### src/rtl/afifo_pkg.sv
// afifo_pkg
//   Shared definitions for the AFIFO read-side consumer.
//   DATASIZE_DEF : default FIFO entry width (must track the AFIFO build)
//   PACK_MAX     : largest supported lane count; lane_mask() is sized to it
//   rd_state_e   : packer FSM encoding (FILL = 1'b0, HOLD = 1'b1)
//   lane_mask()  : one-hot lane select for a lane index
package afifo_pkg;

  localparam int DATASIZE_DEF = 8;
  localparam int PACK_MAX     = 16;
  localparam int LANE_IDXW    = 4;

  typedef enum logic {
    FILL = 1'b0,
    HOLD = 1'b1
  } rd_state_e;

  // Callers narrow the result to their own PACK width.
  function automatic logic [PACK_MAX-1:0] lane_mask(input logic [LANE_IDXW-1:0] idx);
    return {{(PACK_MAX-1){1'b0}}, 1'b1} << idx;
  endfunction

endpackage

### src/rtl/afifo_rd_packer.sv
// afifo_rd_packer
//   Read-domain consumer for the AFIFO. Pops one DATASIZE-bit entry per
//   cycle from the show-ahead read port, packs PACK entries little-endian
//   into one word and offers it on a registered valid/ready stream. A flush
//   closes a partially filled word early; unfilled lanes read as zero and
//   out_keep marks which lanes hold real entries.
//
//   Ports
//     rclk, rrst   read clock, asynchronous active-high reset
//     rempty       AFIFO empty flag
//     rdata        AFIFO head entry, valid while rempty is low
//     rpop         pop request to AFIFO (combinational)
//     flush        close the current partial word
//     out_valid    packed word valid (registered)
//     out_ready    downstream accept
//     out_data     packed word, lane i = [i*DATASIZE +: DATASIZE]
//     out_keep     lane i holds a popped entry
//     word_cnt     words delivered since reset, wraps
//     busy         lanes partially filled or a word pending
//
//   state | meaning
//   ------+-----------------------------------------------------------
//   FILL  | popping entries into lanes, word not yet offered
//   HOLD  | word offered; data/keep frozen until out_ready
//
//   PACK is expected to lie in 2..16.
module afifo_rd_packer
  import afifo_pkg::*;
#(
  parameter int DATASIZE = DATASIZE_DEF,
  parameter int PACK     = 4,
  parameter int CNTW     = 16
) (
  input  logic                     rclk,
  input  logic                     rrst,
  input  logic                     rempty,
  input  logic [DATASIZE-1:0]      rdata,
  output logic                     rpop,
  input  logic                     flush,
  output logic                     out_valid,
  input  logic                     out_ready,
  output logic [DATASIZE*PACK-1:0] out_data,
  output logic [PACK-1:0]          out_keep,
  output logic [CNTW-1:0]          word_cnt,
  output logic                     busy
);

  localparam int IDXW = (PACK > 1) ? $clog2(PACK) : 1;
  localparam logic [IDXW-1:0] LAST_IDX = IDXW'(PACK - 1);

  rd_state_e                state_q, state_n;
  logic [IDXW-1:0]          idx_q, idx_n;
  logic [DATASIZE*PACK-1:0] data_q, data_n;
  logic [PACK-1:0]          keep_q, keep_n;
  logic [CNTW-1:0]          cnt_q, cnt_n;
  logic [LANE_IDXW-1:0]     idx_lane;
  logic                     close_word;

  // Reset also gates the pop so AFIFO never loses an entry while we are
  // being cleared.
  assign rpop = (state_q == FILL) && !rempty && !rrst;

  assign idx_lane = LANE_IDXW'(idx_q);

  // A word closes when the last lane is filled, or on flush provided at
  // least one lane will be populated after this edge (an entry popped in
  // the same cycle counts).
  assign close_word = (state_q == FILL) &&
                      ((rpop && (idx_q == LAST_IDX)) ||
                       (flush && (rpop || (idx_q != '0))));

  always_comb begin
    state_n = state_q;
    idx_n   = idx_q;
    data_n  = data_q;
    keep_n  = keep_q;
    cnt_n   = cnt_q;

    case (state_q)
      FILL: begin
        if (rpop) begin
          data_n[int'(idx_q)*DATASIZE +: DATASIZE] = rdata;
          keep_n = keep_q | PACK'(lane_mask(idx_lane));
        end
        if (close_word) begin
          state_n = HOLD;
          idx_n   = '0;
        end else if (rpop) begin
          idx_n = idx_q + IDXW'(1);
        end
      end

      HOLD: begin
        if (out_ready) begin
          state_n = FILL;
          data_n  = '0;
          keep_n  = '0;
          cnt_n   = cnt_q + CNTW'(1);
        end
      end

      default: begin
        state_n = FILL;
        idx_n   = '0;
        data_n  = '0;
        keep_n  = '0;
      end
    endcase
  end

  always_ff @(posedge rclk or posedge rrst) begin
    if (rrst) begin
      state_q <= FILL;
      idx_q   <= '0;
      data_q  <= '0;
      keep_q  <= '0;
      cnt_q   <= '0;
    end else begin
      state_q <= state_n;
      idx_q   <= idx_n;
      data_q  <= data_n;
      keep_q  <= keep_n;
      cnt_q   <= cnt_n;
    end
  end

  // out_valid is a direct decode of the state flop, so it stays registered.
  assign out_valid = (state_q == HOLD);
  assign out_data  = data_q;
  assign out_keep  = keep_q;
  assign word_cnt  = cnt_q;
  assign busy      = (idx_q != '0) || out_valid;

endmodule

### config.mk
export PLATFORM = sky130hd
export DESIGN_NAME = afifo_rd_packer
export DESIGN_NICKNAME = d
export VERILOG_FILES = /design/src/rtl/afifo_pkg.sv /design/src/rtl/afifo_rd_packer.sv
export SDC_FILE = /design/constraint.sdc
export NUM_CORES = 1
export LEC_CHECK = 0
export ABC_AREA = 1
export CAP_MARGIN = 30
export CELL_PAD_IN_SITES_DETAIL_PLACEMENT = 1
export CELL_PAD_IN_SITES_GLOBAL_PLACEMENT = 2
export CORE_UTILIZATION = 25
export CTS_CLUSTER_SIZE = 25
export DETAILED_ROUTE_END_ITERATION = 16
export HOLD_SLACK_MARGIN = 0.12
export PLACE_DENSITY = 0.86
export SKIP_CTS_REPAIR_TIMING = 1
export SYNTH_ARGS = -nofsm -noshare
export SYNTH_HDL_FRONTEND = slang
export SYNTH_SLANG_ARGS = --single-unit
### constraint.sdc
create_clock -name rclk -period 2.45 [get_ports rclk]
set_input_delay 0.3675 -clock rclk [delete_from_list [all_inputs] [get_ports rclk]]
set_output_delay 0.3675 -clock rclk [all_outputs]
set_load 0.05 [all_outputs]
# Word level (Yosys, flattened, before mapping)
# Index checks and enable logic that the tools add are counted.
# word_totals
register_bits	55
latch_bits	0
mem_bits_rw	0
rom_bits	0
input_bits	13
out_inout_bits	55
n_memories	0
# op_classes
add_sub_neg	3
n_mul	0
div	0
magnitude_cmp	0
n_eq_ne	3
shift	3
muxes	12
n_bitwise	2
reduce_logical	15
# ops
cell	count
2-to-1 mux 32 bit	2
case mux 32 bit (2 select lines)	1
negation 5 -> 33 bit	1
variable shift 8 x 33 -> 32 bit, first input constant	1
variable part select 8 x 33 -> 32 bit	1
bitwise mux 32 bit	1
adder 16 x 1 -> 16 bit, second input constant	1
2-to-1 mux 4 bit	2
case mux 4 bit (2 select lines)	1
AND reduction 2 bit	3
logical AND 1 bit	5
2-to-1 mux 2 bit	2
inequality test 2 bit, second input constant	2
bitwise OR 4 bit	1
nonzero test 2 bit	2
<< shifter 1 x 2 -> 4 bit, first input constant	1
logical OR 1 bit	3
adder 2 x 1 -> 2 bit, second input constant	1
== test 2 bit, second input constant	1
zero test 1 bit	2
2-to-1 mux 1 bit	2
case mux 1 bit (2 select lines)	1
NOT 1 bit	1

# Depth between registers and ports, before layout
# Gate-level depths: netlist (run 1).
# depth
ltp_word	9
depth_mapped	9
depth_no_buf	8

# Worst setup path before layout (run 1)
# Ideal clock, no wire load.
# synth_timing
path_type	input to output
start	input rrst
end	output rpop
arrival_time_ps	2388
slack_ps	-305
stages	3
path_buffers	0
cell_sequence	inv_1 nand2_1 inv_1
# synth_via
elab_chain_len	2
# synth_rtl
element	line	source
start: declaration	afifo_rd_packer.sv:35	input logic rrst,
zero test 1 bit (no source line)	--	
logical AND 1 bit	afifo_rd_packer.sv:61	assign rpop = (state_q == FILL) && !rempty && !rrst;
end: declaration	afifo_rd_packer.sv:38	output logic rpop,
# No other way between the ends.

# Worst setup path after layout (run 1)
# layout_timing
start	register state_q, in the netlist out_valid
end	output out_valid
# layout_lines
element	line	source
start: declaration	afifo_rd_packer.sv:51	rd_state_e state_q, state_n;
start signal: assignment	afifo_rd_packer.sv:119	state_q <= state_n;
end: declaration	afifo_rd_packer.sv:40	output logic out_valid,
# No word-level cell between the ends.

==> impl_metrics.ini, run 1 <==
[run_status]
outcome = finished clean

[worst_setup_path]
path_cells = clkdlybuf4s50_1
path_class = flip-flop to output pin
cp-end-kind = output pin
start_kind = flip-flop
cp_max_fo = 7
cp.buffers_inverters = 1
slowest_delay_ns = 0.86
cp_top_family = buffers and inverters
worstPathArrival_ns = 1.67
critical_path_required_ns = 2.08
crit_slowest_cell = clkdlybuf4s50_1

[global_route]
grt_pass1_vias = 2373
grt_pass1_wl_um = 11900
antenna_found_initial = 0
grt.total_usage_pct = 14.7
grt_max_degree = 56
grt-ovfl-total = 0

[finish]
regArea_um2 = 1380
fillers = 1194
final_nets = 393
antenna_cells = 0
post-route-util_pct = 35.7
syn_to_final_growth_pct = 37.8
mostFrequentLayoutCells = nand2_1, clkdlybuf4s50_1, dfrtp_1
final_common_cell = nand2_1
multi_input_area_um2 = 1010
layout-drive-gt1-share_pct = 6.15

[pwr]
swShare_pct = 46.8
power.density_nw_per_um2 = 1020
power.share.sequential_pct = 34.9
ir_drop_mv = 0.484
p_int_uw = 1890
pwr-share-clk_pct = 17.8
p_comb_share_pct = 47.3
switching_power_uw = 1660
p_leak_uw = 0.00157

[floorplanning]
die_x_um = 103
ios = 68
start_util_pct = 25.9
fp.dieArea_um2 = 10500
dieHeight_um = 103
coreArea_um2 = 9770
rows = 36

[sta]
layout_setup_ws_ns = 0.408
fin_crit_sh_pct = 83.4
slew_violations = 0
fmax_mhz = 490
relSlewSlack_pct = 53.4
finalSetupTns_ns = 0
hold_ws_ns = 0.498
hold_viol = 0
fin_skew_ns = 0.00636
post-route-min-period_ns = 2.04
tightest_slew_ns = 0.699
rsz0062_at_grt = no
setup_viol_count_final = 0

[yosys]
yosysWarnings = 0
synth_top_area_cell = dfrtp_1
yosysSeqAreaShare_pct = 54.3
synth.area.top_cells = dfrtp_1, nand2_1, o21ai_0
avgSynthCellArea_um2 = 8.53
syn_nets = 317
synth_top_area_share_pct = 54.3
netlist_instances = 297
ys_types = 22
syn_area_um2 = 2530
ys_ff_latch = 55

[job]
drv_cap = 0

[clock_tree]
ctsLongestPathBuffers = 2
path_clk_slew_ns = 0.10
cts_root_buf = clkbuf_8
cts_tree = done
cts_made_buffers = 5
clock-sinks = 55
clk_latency_ns = 0.31
htree_levels = 2

[routing]
wire_per_inst_um = 14.1
wl_um = 7140
drc = 0
vias = 2201
first_pass_iters = 4
drtIter0Drc = 80
drtAntennaViolNets = 0
routed_via_density = 4.34

[placed_design]
dp_hpwl_um = 5400
place_ws_ns = 0.466
io_buffers = 67
gp_congestion = 0.795

[hold_path]
min_path_type = flip-flop to flip-flop
==> cells by family after synthesis <==
logic type,count (synthesis),synth area share [%]
AO/OA/AOI/OAI,36,7.51
XOR/XNOR,10,3.46
adder cells (fa/ha/maj),7,3.46
buffers and inverters,32,5.68
flip-flops,55,54.3
AND/OR/NAND/NOR,157,25.5
==> cells in the mapped netlist (all sizes together) <==
cell,number
dfrtp,55
nand3,16
nor2,19
a21oi,4
a22o,1
nor4,1
buf,4
inv,28
nand4,4
ha,7
nand2,112
xor2,5
o211ai,1
xnor2,5
nor3,5
o21ai,30
==> registers in the layout, summed over array words and instances, names as in the netlist <==
signal / count
out_valid: 1
out_keep: 4
idx_q: 2
word_cnt: 16
out_data: 32
==> power groups by stage <==
stage	registers (uW)	clock network [uW]	logic, uW
final	1240	634	1680
after global routing	1270	685	1820
after CTS	1250	661	1700
after detailed placement	1250	0	1690
after global placement	1260	0	1670
after floorplan	1770	0	577
==> final timing paths <==
kind	startpoint	endpoint	slack, ns	cells after the start
min in group asynchronous	rrst	out_data[7]$_DFFE_PP0P_	0.67	3
min	out_data[15]$_DFFE_PP0P_	out_data[15]$_DFFE_PP0P_	0.50	2
min reg2reg	out_data[15]$_DFFE_PP0P_	out_data[15]$_DFFE_PP0P_	0.50	2
max reg2reg	idx_q[1]$_DFFE_PP0P_	out_data[24]$_DFFE_PP0P_	0.59	7
max	out_valid$_DFF_PP0_	out_valid	0.41	1
max in group asynchronous	rrst	out_data[17]$_DFFE_PP0P_	1.32	3
==> cell type report <==
cell class / count / area share [%]
inverters: 28 / 3.12
repair buffers: 73 / 20.4
multi-input cells: 210 / 29.0
clock inverters: 3 / 1.33
clock buffers: 5 / 1.97
flip-flops and latches: 55 / 39.4
well taps: 133 / 4.77
==> metrics by stage <==
step                instance area (um2)  total power [uW]  instances
floorplan                          2540              2350        297
global placement                   3370              2930        499
detailed placement                 3370              2940        499
CTS                                3490              3610        507
global route                       3490              3770        507
finish                             3490              3560        507
==> per-layer routing <==
| metal | vias up | wire length (um) | global-route usage (%) |
|---|---|---|---|
| met5 | - | 0 | 0 |
| met4 | 0 | 40 | 2.86 |
| met3 | 5 | 390 | 3.73 |
| met2 | 51 | 3420 | 25.5 |
| met1 | 1057 | 3290 | 18.4 |
| li1 | 1088 | - | - |
Note: power is estimated with default switching activity, not from simulation.
==> run 2: changes to the inputs <==
- CORE_UTILIZATION: 25 -> 28
- PLACE_DENSITY: 0.86 -> 0.91
- clock period: 2.45 -> 2.1 ns (I/O delays scaled with it)
==> run 2 against run 1 <==
Effect of this change: non-clock buffer count did not move; register-to-register slack got worse by 0.31 ns; final cell count fell by 5.3%; sequential share of layout area rose by 0.62 points; flip-flop and latch count did not move; sequential power rose by 16%; hold slack got worse by 0.0058 ns; critical endpoint unchanged; clock-buffer cell count rose by 1; combinational power rose by 18%.
==> impl_metrics.ini, run 2 (same netlist as run 1, synthesis figures left out) <==
[job]
drv_cap = 0

[pwr]
p_leak_uw = 0.00156
ir_drop_mv = 0.685
power_uw = 3960
power.density_nw_per_um2 = 1150

[worst_setup_path]
cp_max_fo = 7
critical_path_required_ns = 1.78
start_kind = flip-flop
worstSetupStartpoint = out_valid$_DFF_PP0_
cp_top_family = buffers and inverters
path_cells = clkdlybuf4s50_1
slowest_delay_ns = 0.85
cp.buffers_inverters = 1
crit_slowest_cell = clkdlybuf4s50_1
cp-end-kind = output pin
worstPathArrival_ns = 1.64
r2r_start = idx_q[1]$_DFFE_PP0P_
path_class = flip-flop to output pin

[finish]
antenna_cells = 0
syn_to_final_growth_pct = 35.7
mostFrequentLayoutCells = nand2_1, clkdlybuf4s50_1, dfrtp_1
final_nets = 393
layout-drive-gt1-share_pct = 5.65
fillers = 1023
final_common_cell = nand2_1
largest_reg_flops = 32

[floorplanning]
rows = 34
ios = 68
coreArea_um2 = 8720
dieHeight_um = 97.1
die_x_um = 97.1
start_util_pct = 29.0
fp.dieArea_um2 = 9430

[routing]
vias = 2200
routed.top_layer = met4
drc = 0
wl_met2_um = 3310
wire_per_inst_um = 14.1
drtAntennaViolNets = 0
first_pass_iters = 4
wl_um = 6790
routed_via_density = 4.58
wl_met1_um = 3230
drtIter0Drc = 73
wl_met3_um = 181

[clock_tree]
path_clk_slew_ns = 0.10
cts_made_buffers = 5
cts_root_buf = clkbuf_8
clk_latency_ns = 0.30
htree_levels = 2
ctsLongestPathBuffers = 2
cts_tree = done
clock-sinks = 55

[placed_design]
gp_congestion = 0.824
io_buffers = 67
dp_hpwl_um = 5330

[sta]
slew_violations = 0
rsz0062_at_grt = no
setup_viol_count_final = 0
relSlewSlack_pct = 53.2
finalSetupTns_ns = 0
hold_viol = 0
fmax_mhz = 510
tightest_slew_ns = 0.702
fin_crit_sh_pct = 93.3
fin_skew_ns = 0.0125
post-route-min-period_ns = 1.96

[global_route]
grt.total_usage_pct = 14.8
antenna_found_initial = 0
grt-ovfl-total = 0
grt_pass1_vias = 2261
grt_max_degree = 56
grt_pass1_wl_um = 11300

[hold_path]
min_path_type = flip-flop to flip-flop
min-delay-start = out_data[10]$_DFFE_PP0P_

[run_status]
outcome = finished clean
==> run 2: power by group <==
| part | leakage, uW | internal, uW | switching [uW] |
|---|---|---|---|
| combinational | 0.000785 | 626 | 1360 |
| sequential | 0.000743 | 1250 | 184 |
| clock | 0.0000371 | 224 | 317 |
==> run 2: layer usage <==
metal  vias to the layer above  GRT usage (%)
li1                       1088              -
met1                      1068           20.5
met2                        39           23.5
met3                         5           2.66
met4                         0           4.71
met5                         -              0
==> run 2: final timing paths <==
| path | end | slack (ns) | cells after the start |
|---|---|---|---|
| max | out_valid | 0.14 | 1 |
| min | out_data[10]$_DFFE_PP0P_ | 0.49 | 2 |
| max reg2reg | out_data[16]$_DFFE_PP0P_ | 0.28 | 7 |
| min reg2reg | out_data[10]$_DFFE_PP0P_ | 0.49 | 2 |
| max in group asynchronous | word_cnt[12]$_DFFE_PP0P_ | 0.99 | 3 |
| min in group asynchronous | out_keep[1]$_DFFE_PP0P_ | 0.64 | 3 |
==> run 2: cell type report <==
cell class / instances / area [um2] / area share (%)
tap: 108 / 135 / 3.93
clock buffer: 6 / 72.6 / 2.11
multi-input combinational: 210 / 1020 / 29.7
sequential: 55 / 1380 / 40.1
inverter: 28 / 109 / 3.17
timing repair buffer: 73 / 723 / 21.0
==> run 2: per-stage QoR <==
| step | utilization (%) | area (um2) | setup slack [ns] | hold WS (ns) | cells |
|---|---|---|---|---|---|
| 2_1_floorplan | - | 2540 | 0.0182 | 0.405 | 297 |
| 3_3_place_gp | 38.6 | 3360 | 0.276 | 0.466 | 474 |
| 3_5_place_dp | 38.6 | 3360 | 0.242 | 0.473 | 474 |
| 4_1_cts | 39.4 | 3440 | 0.107 | 0.498 | 480 |
| 5_1_grt | 39.4 | 3440 | 0.0586 | 0.514 | 480 |
| 6_report | 39.4 | 3440 | 0.141 | 0.492 | 480 |
